--- src/rtl/seg_scan.sv ---
// -----------------------------------------------------------------------------
// seg_scan
// Six-digit, time-multiplexed seven-segment driver. A 48-bit bus of active-low
// segment patterns (bit 7 of each byte is the decimal point) is captured once
// per frame into a shadow register so an update never tears mid-frame. Each
// digit slot lasts SCAN_DIV clocks. The first clock of every slot is blanked to
// avoid ghosting, and the rest of the slot is duty-cycled in eight sub-slots
// for brightness. An alarm flash input blinks the whole display, with the
// visible/blank phase changing only at frame boundaries.
//
// Ports
//   clk        in   system clock
//   rst        in   synchronous, active-high reset
//   seg_in     in   [47:0] segment patterns, active-low; [7:0] is digit 0
//   bright     in   [2:0] brightness, 0 = 1/8 duty ... 7 = full duty
//   flash      in   level; while high the whole display blinks
//   an         out  [5:0] digit enables, active-low, at most one low
//   seg        out  [7:0] shared segment lines, active-low
//   frame_tick out  one-cycle pulse marking the start of each frame
// -----------------------------------------------------------------------------
module seg_scan #(
    parameter int SCAN_DIV     = 1000,
    parameter int FLASH_FRAMES = 28
) (
    input  logic        clk,
    input  logic        rst,
    input  logic [47:0] seg_in,
    input  logic [2:0]  bright,
    input  logic        flash,
    output logic [5:0]  an,
    output logic [7:0]  seg,
    output logic        frame_tick
);

    localparam int DW = $clog2(SCAN_DIV);
    localparam int FW = (FLASH_FRAMES > 1) ? $clog2(FLASH_FRAMES) : 1;

    localparam logic [DW-1:0] DIV_LAST   = DW'(SCAN_DIV - 1);
    localparam logic [DW:0]   SUB_LEN    = (DW + 1)'(SCAN_DIV / 8);
    localparam logic [FW-1:0] FLASH_LAST = FW'(FLASH_FRAMES - 1);

    // Byte of the shadow belonging to digit idx; unreachable idx shows blank.
    function automatic logic [7:0] digit_sel(input logic [47:0] pat, input logic [2:0] idx);
        logic [7:0] res;
        case (idx)
            3'd0:    res = pat[7:0];
            3'd1:    res = pat[15:8];
            3'd2:    res = pat[23:16];
            3'd3:    res = pat[31:24];
            3'd4:    res = pat[39:32];
            3'd5:    res = pat[47:40];
            default: res = 8'hFF;
        endcase
        return res;
    endfunction

    // One-hot-low enable for digit idx; unreachable idx enables nothing.
    function automatic logic [5:0] digit_en(input logic [2:0] idx);
        logic [5:0] res;
        case (idx)
            3'd0:    res = 6'b111110;
            3'd1:    res = 6'b111101;
            3'd2:    res = 6'b111011;
            3'd3:    res = 6'b110111;
            3'd4:    res = 6'b101111;
            3'd5:    res = 6'b011111;
            default: res = 6'b111111;
        endcase
        return res;
    endfunction

    logic [DW-1:0] div_q,        div_d;
    logic [2:0]    idx_q,        idx_d;
    logic [47:0]   shadow_q,     shadow_d;
    logic [2:0]    bright_q,     bright_d;
    logic [FW-1:0] flash_cnt_q,  flash_cnt_d;
    logic          flash_vis_q,  flash_vis_d;
    logic [5:0]    an_q,         an_d;
    logic [7:0]    seg_q,        seg_d;
    logic          frame_tick_q, frame_tick_d;

    logic          slot_start_s;
    logic          frame_start_s;
    logic [DW:0]   lim_s;
    logic          lit_s;

    // Next-state logic for counters, frame capture, flash phase and outputs.
    always_comb begin
        div_d        = div_q;
        idx_d        = idx_q;
        shadow_d     = shadow_q;
        bright_d     = bright_q;
        flash_cnt_d  = flash_cnt_q;
        flash_vis_d  = flash_vis_q;
        frame_tick_d = 1'b0;
        an_d         = 6'b111111;
        seg_d        = 8'hFF;

        slot_start_s  = (div_q == {DW{1'b0}});
        frame_start_s = slot_start_s && (idx_q == 3'd0);

        if (div_q == DIV_LAST) begin
            div_d = {DW{1'b0}};
            if (idx_q >= 3'd5) begin
                idx_d = 3'd0;
            end else begin
                idx_d = idx_q + 3'd1;
            end
        end else begin
            div_d = div_q + DW'(1);
            idx_d = idx_q;
        end

        // Brightness is only re-sampled at slot start so a slot never changes duty midway.
        if (slot_start_s) begin
            bright_d = bright;
        end else begin
            bright_d = bright_q;
        end

        if (frame_start_s) begin
            shadow_d     = seg_in;
            frame_tick_d = 1'b1;
            if (!flash) begin
                flash_cnt_d = {FW{1'b0}};
                flash_vis_d = 1'b1;
            end else if (flash_cnt_q == FLASH_LAST) begin
                flash_cnt_d = {FW{1'b0}};
                flash_vis_d = ~flash_vis_q;
            end else begin
                flash_cnt_d = flash_cnt_q + FW'(1);
            end
        end else begin
            shadow_d     = shadow_q;
            frame_tick_d = 1'b0;
        end

        // sub <= bright_q is the same as div < (bright_q + 1) * sub-slot length.
        lim_s = SUB_LEN * ({{(DW - 2){1'b0}}, bright_q} + (DW + 1)'(1));
        lit_s = !slot_start_s && ({1'b0, div_q} < lim_s) && flash_vis_q;

        if (lit_s) begin
            an_d  = digit_en(idx_q);
            seg_d = digit_sel(shadow_q, idx_q);
        end else begin
            an_d  = 6'b111111;
            seg_d = 8'hFF;
        end
    end

    // State and output registers with synchronous reset.
    always_ff @(posedge clk) begin
        if (rst) begin
            div_q        <= {DW{1'b0}};
            idx_q        <= 3'd0;
            shadow_q     <= 48'hFFFF_FFFF_FFFF;
            bright_q     <= 3'd0;
            flash_cnt_q  <= {FW{1'b0}};
            flash_vis_q  <= 1'b1;
            an_q         <= 6'b111111;
            seg_q        <= 8'hFF;
            frame_tick_q <= 1'b0;
        end else begin
            div_q        <= div_d;
            idx_q        <= idx_d;
            shadow_q     <= shadow_d;
            bright_q     <= bright_d;
            flash_cnt_q  <= flash_cnt_d;
            flash_vis_q  <= flash_vis_d;
            an_q         <= an_d;
            seg_q        <= seg_d;
            frame_tick_q <= frame_tick_d;
        end
    end

    assign an         = an_q;
    assign seg        = seg_q;
    assign frame_tick = frame_tick_q;

endmodule

--- config.mk ---
export PLATFORM = sky130hd
export DESIGN_NAME = seg_scan
export DESIGN_NICKNAME = d
export VERILOG_FILES = /design/src/rtl/seg_scan.sv
export SDC_FILE = /design/constraint.sdc
export NUM_CORES = 1
export LEC_CHECK = 0
export CAP_MARGIN = 20
export CORE_ASPECT_RATIO = 1.25
export CORE_MARGIN = 3
export CORE_UTILIZATION = 39
export DETAILED_ROUTE_END_ITERATION = 8
export GPL_TIMING_DRIVEN = 1
export PLACE_DENSITY = 0.7
export SLEW_MARGIN = 20
export SYNTH_ARGS = -nofsm -noshare
export SYNTH_HDL_FRONTEND = slang
export SYNTH_SLANG_ARGS = --single-unit
--- constraint.sdc ---
create_clock -name clk -period 6.5 [get_ports clk]
set_input_delay 1.3 -clock clk [delete_from_list [all_inputs] [get_ports clk]]
set_output_delay 1.3 -clock clk [all_outputs]
set_load 0.005 [all_outputs]
==> results of run 1 <==
[per-layer routing]
metal	vias up	track usage, %	wire [um]
li1	1819	-	-
met1	1674	20.5	4250
met2	92	30.5	5110
met3	14	3.30	411
met4	0	8.11	221
met5	-	0	0
[registers in the layout, indices dropped and copies added, names as in the netlist]
register and flops:
an 6, idx_q 3, shadow_q 48, bright_q 3, div_q 10, frame_tick 1, seg 8, flash_cnt_q 5
flash_vis_q 1
[stage by stage]
stage | util, % | area (um2) | hold WS (ns)
floorplan | - | 4240 | 0.433
global placement | 48.3 | 5010 | 0.445
detailed placement | 48.3 | 5010 | 0.451
CTS | 51.5 | 5340 | 0.466
global route | 51.8 | 5370 | 0.491
finish | 51.8 | 5370 | 0.464
[logic make-up after synthesis]
kind of cell,after synthesis,synth area share [%]
fa+ha+maj,44,14.2
simple gates,236,25.3
buf+inv,52,4.75
xor+xnor,14,2.89
mux,15,3.81
flops,85,40.1
compound gates,52,8.94
[cells in the final DEF, fill, tap and decap left out, types with 2 or more instances in the layout]
master and count:
nand2_1 109, dfxtp_1 85, clkdlybuf4s50_1 68, nand3_1 65, ha_1 37, inv_1 26, nor2_1 24, a21oi_1 15
and3_1 14, mux2_2 9, xnor2_1 9, clkbuf_16 9, a222oi_1 8, a31oi_1 7, fa_1 7, nor3_1 6
mux2i_1 6, xor2_1 5, a21o_1 5, nand4_1 5, o21ai_0 4, o211ai_1 4, nor2b_1 3, nor4_1 3
clkinvlp_4 3, clkinv_1 2, clkbuf_8 2, bufinv_16 2, buf_4 2
[tightest hold or removal path: stages, from the launching register on]
cell and delay [ns]:
dfxtp_1 0.32, nand2_1 0.05, nand3_1 0.06
[final cells by class]
class                           instances  area share [%]
Inverter                               28            1.96
Tap cell                              129            3.01
Timing Repair Buffer                   71            13.5
Clock buffer                           11            4.71
Multi-Input combinational cell        361            43.6
Sequential cell                        85            31.7
Clock inverter                          5            1.54
[power by group]
group	leakage, nW	switching [mW]	internal, mW
combinational	1.53	0.190	0.164
clock	0.154	0.203	0.357
sequential	0.702	0.0299	0.568
total	2.38	0.423	1.09
[worst max path at each step]
| stage | cells after the start | to | slack, ns | start |
|---|---|---|---|---|
| global route | 18 | seg[4] | 0.70 | bright_q[0] |
| global placement | 18 | seg[4] | 1.50 | bright_q[0] |
| floorplan | 18 | seg[2] | 1.84 | bright_q[0] |
| finish | 18 | seg[4] | 1.28 | bright_q[0] |
| detailed placement | 18 | seg[4] | 1.28 | bright_q[0] |
| CTS | 18 | seg[4] | 1.26 | bright_q[0] |
==> metrics.cfg, run 1 <==
[status]
outcome=completed

[min_path]
min_path_cells=2
worstHoldPathType=register to register
whs_endpoint=shadow_q[45]
min-delay-start=shadow_q[45]

[placed_design]
dp.cells=673
port_buffers=68
gp_congestion=0.803
place_ws_ns=1.28
place.detailed.hpwl_mm=7.38

[critical_path]
reg2reg_slack_ns=1.28
rr_startpoint=bright_q[0]
reg2regPathDepth=18
cpMaxStageDelayCell=dfxtp_1
cp.required_ns=6.69
crit_family=adder cells
reg2reg_to=seg[4]
startpoint_type=register
worst-path-buf-inv=1
crit_type=register to register
worstPathCellList=ha_1 -> xor2_1 -> fa_1 -> fa_1 -> inv_1 -> ha_1 -> a21o_1 -> a21oi_1 -> nor2b_1 -> o21ai_0 -> nand2_1 -> xnor2_1 -> ha_1 -> a21oi_1 -> a21oi_1 -> o21a_1 -> a211oi_4 -> o211ai_1
path_max_fanout=9
critPathCaptureType=register
slowest_delay_ns=0.61
arrival_ns=5.41

[floorplan]
die_area_um2=12200
die_w_um=99.3
die_y_um=123
rows=41
core_area_um2=10400
ios=69
start_util_pct=40.9

[route]
wl_per_cell_um=14.5
drt_iter0_drc=282
finalWirelength_mm=9.99
postRouteAntennaNets=0
via_per_inst=5.22
drc=0
routed-via-count=3599
firstDrtPassIters=5

[clock_tree]
htree_levels=3
clock_latency_ns=0.33
cts-root-buf=clkbuf_16
cts_tree=built
ctsHoldBuffers=0
post_cts_buffers=0
cts.sinks=85
post_cts_resized=0
numCtsBuffers=9
clkTransAtPathRegs_ns=0.06
clockBufferDepth=2

[final_layout]
antennaDiodeCount=0
n_fill_cell=957
fin_cells=690
seq_area_um2=1700
nets=654
multiInputGateArea_um2=2340
area_growth_pct=26.6
final_layout_size_suffix_gt1_share_pct=6.06

[grt]
grt_first_pass_wirelength_mm=17.0
grt_usage_pct=17.4
grt_max_degree=58
antenna_found_initial=0
grt_overflow=0
grt_pass1_vias=3637

[power_and_ir_drop]
p_per_area_nw_per_um2=282
ir_drop_mv=0.154
power.total_mw=1.51
power.leakage_nw=2.38

[synth]
synth_most_common_cell=nand2_1
avgSynthCellArea_um2=8.51
synth-seq-area-share_pct=40.1
ys.flop_type=dfxtp_1
synth_edf_count=0
synth_cells=498
synthArstFlopShare_pct=0
synth-seq-cells=85
synthDistinctLibCells=42
synth_area_um2=4240
synth_nets=596
ys_top_cells_by_area=dfxtp_1 40%, ha_1 11%, nand2_1 9.6%
synth_top_cell_by_area=dfxtp_1
yosysTopAreaCellShare_pct=40.1
yosys_warnings=0
synth_commonest_cells=109 x nand2_1, 85 x dfxtp_1, 65 x nand3_1

[sta]
rsz0062_at_grt=false
finalHoldViolCount=0
fmax_ghz=0.191
setup_viol=0
finalCritPeriodShare_pct=80.3
relSlewSlack_pct=36.9
period_needed_ns=5.22
fin_worst_skew_ns=0.00657
slew_viol_final=0
setup_tns_ns=0
worst_pin_slew_ns=0.945
setup_ws_ns=1.28

[flow_run]
max_cap_violations=0

Note: power is estimated with default switching activity, not from simulation.
==> run 2: changes to the inputs <==
==> constraint.sdc (replaced) <==
create_clock -name clk -period 5.4 [get_ports clk]
set_input_delay 1.08 -clock clk [delete_from_list [all_inputs] [get_ports clk]]
set_output_delay 1.08 -clock clk [all_outputs]
set_load 0.005 [all_outputs]
==> metrics.cfg, run 2 (synthesis results as in run 1) <==
[floorplan]
core_area_um2=10400  ; unchanged
die_area_um2=12200  ; unchanged
die_w_um=99.3  ; unchanged
die_y_um=123  ; unchanged
rows=41  ; unchanged
ios=69  ; unchanged
start_util_pct=40.9  ; unchanged

[placed_design]
place.detailed.hpwl_mm=7.29  ; -1.3%
gp_congestion=0.803  ; about the same
port_buffers=68  ; unchanged

[sta]
finalHoldViolCount=0  ; unchanged
setup_tns_ns=0  ; unchanged
slew_viol_final=0  ; unchanged
fmax_ghz=0.208  ; +8.4%
period_needed_ns=4.82  ; -0.406 ns
worst_pin_slew_ns=0.988  ; +0.0428 ns
setup_viol=0  ; unchanged
fin_worst_skew_ns=0.0105  ; +0.00390 ns
rsz0062_at_grt=false
finalCritPeriodShare_pct=89.2  ; +8.8 points
relSlewSlack_pct=34.1  ; -2.9 points

[power_and_ir_drop]
p_switching_mw=0.511  ; +21%
ir_drop_mv=0.184  ; +20%
p_int_mw=1.21  ; +11%
p_comb_share_pct=24.7  ; +1.3 points
clock_power_share_pct=33.3  ; -3.7 points
power.total_mw=1.72  ; +13%
swShare_pct=29.8  ; +1.8 points
p_per_area_nw_per_um2=323  ; +15%
power_frac_seq_pct=41.9  ; +2.4 points
power.leakage_nw=2.36  ; -1.1%

[critical_path]
rr_startpoint=bright_q[0]
critPathCaptureType=register
reg2regPathDepth=18  ; unchanged
cp.required_ns=5.59  ; -1.10 ns
path_max_fanout=9  ; unchanged
reg2reg_to=seg[4]
reg2reg_slack_ns=0.58  ; -0.69 ns
arrival_ns=5.01  ; -0.40 ns
crit_type=register to register
startpoint_type=register

[route]
firstDrtPassIters=6  ; +1
drt_iter0_drc=243  ; -14%
routed-via-count=3567  ; -0.89%
postRouteAntennaNets=0  ; unchanged
drc=0  ; unchanged
via_per_inst=5.17  ; -0.89%
finalWirelength_mm=9.94  ; -0.51%
wl_per_cell_um=14.4  ; -0.51%

[final_layout]
top_register=shadow_q
antennaDiodeCount=0  ; unchanged
n_fill_cell=977  ; +2.1%
final_layout_size_suffix_gt1_share_pct=6.24  ; +0.18 points
largest_reg_flops=48  ; unchanged
area_growth_pct=25.5
final_cell_mix=109 x nand2_1, 84 x dfxtp_1, 68 x clkdlybuf4s50_1
final_common_cell=nand2_1
nets=654  ; unchanged

[clock_tree]
post_cts_buffers=0  ; unchanged
cts.sinks=85  ; unchanged
numCtsBuffers=9  ; unchanged
htree_levels=3  ; unchanged
clockBufferDepth=2  ; unchanged
clock_latency_ns=0.34  ; about the same
clkTransAtPathRegs_ns=0.06  ; about the same
cts-root-buf=clkbuf_16
cts_tree=built

[grt]
antenna_found_initial=0  ; unchanged
grt_usage_pct=17.3  ; -0.084 points
grt_pass1_vias=3718  ; +2.2%
grt_overflow=0  ; unchanged
grt_max_degree=58  ; unchanged
grt_first_pass_wirelength_mm=16.9  ; -0.65%

[min_path]
min_path_cells=2  ; unchanged
whs_endpoint=shadow_q[12]
min-delay-start=shadow_q[12]
worstHoldPathType=register to register

[status]
outcome=completed

[flow_run]
max_cap_violations=0  ; unchanged

-- run 2: changes by cell type in the layout (fill, tap and decap cells not counted), sizes merged --
| cell | delta |
|---|---|
| bufinv | -2 |
| clkinv | +2 |
-- run 2: how the worst max path moves through the flow --
stage,depth (start not counted),to,start
floorplan,18,seg[2],bright_q[0]
CTS,18,seg[4],bright_q[0]
global route,18,seg[4],bright_q[0]
detailed placement,18,seg[4],bright_q[0]
finish,18,seg[4],bright_q[0]
global placement,18,seg[4],bright_q[0]
-- run 2: power by group through the flow --
stage	registers [mW]	logic, mW	clock network [mW]
after CTS	0.719	0.422	0.583
after global routing	0.725	0.493	0.613
after detailed placement	0.733	0.417	0
after global placement	0.731	0.405	0
after floorplan	0.720	0.307	0
final	0.720	0.425	0.572
-- run 2: metal layers --
metal  global-route usage, %  share of wire [%]
met4                    8.88                3.1
met3                    3.92                4.6
met1                    20.1                 42
met5                       0                  0
met2                    29.8                 50
-- run 2: repair_timing --
item / 4_1_cts / 5_1_grt
hold buffers: 0 / 0
endpoints found under the hold margin: 0 / 0
endpoints found under the setup margin: 0 / 9
resized for setup: 0 / 2
-- run 2: final cells by class --
cell class	count	area, um2	share of cell area (%)
Sequential cell	85	1700	32.0
Multi-Input combinational cell	361	2350	44.2
Timing Repair Buffer	71	723	13.6
Tap cell	129	161	3.03
Clock inverter	5	36.3	0.682
Clock buffer	11	243	4.56
Inverter	28	105	1.98
-- run 2: metrics by stage --
step / area, um2 / hold slack [ns] / setup WS [ns] / util [%] / cells
2_1_floorplan: 4240 / 0.433 / 0.739 / - / 498
6_report: 5320 / 0.467 / 0.584 / 51.4 / 690
3_3_place_gp: 5010 / 0.445 / 0.403 / 48.3 / 673
3_5_place_dp: 5010 / 0.456 / 0.189 / 48.3 / 673
5_1_grt: 5320 / 0.491 / 0.109 / 51.4 / 690
4_1_cts: 5290 / 0.471 / 0.153 / 51.0 / 689
-- run 2: worst max-delay path, cell delays in order, from the launching register on --
cell and delay, ns:
dfxtp_2 0.47, ha_1 0.23, xor2_2 0.38, fa_1 0.57, fa_1 0.56, inv_1 0.04, ha_1 0.34, a21o_1 0.18
a21oi_1 0.20, nor2b_1 0.07, o21ai_0 0.14, nand2_1 0.08, xnor2_1 0.13, ha_1 0.29, a21oi_1 0.17, a21oi_1 0.09
o21a_1 0.14, a211oi_4 0.41, o211ai_1 0.16
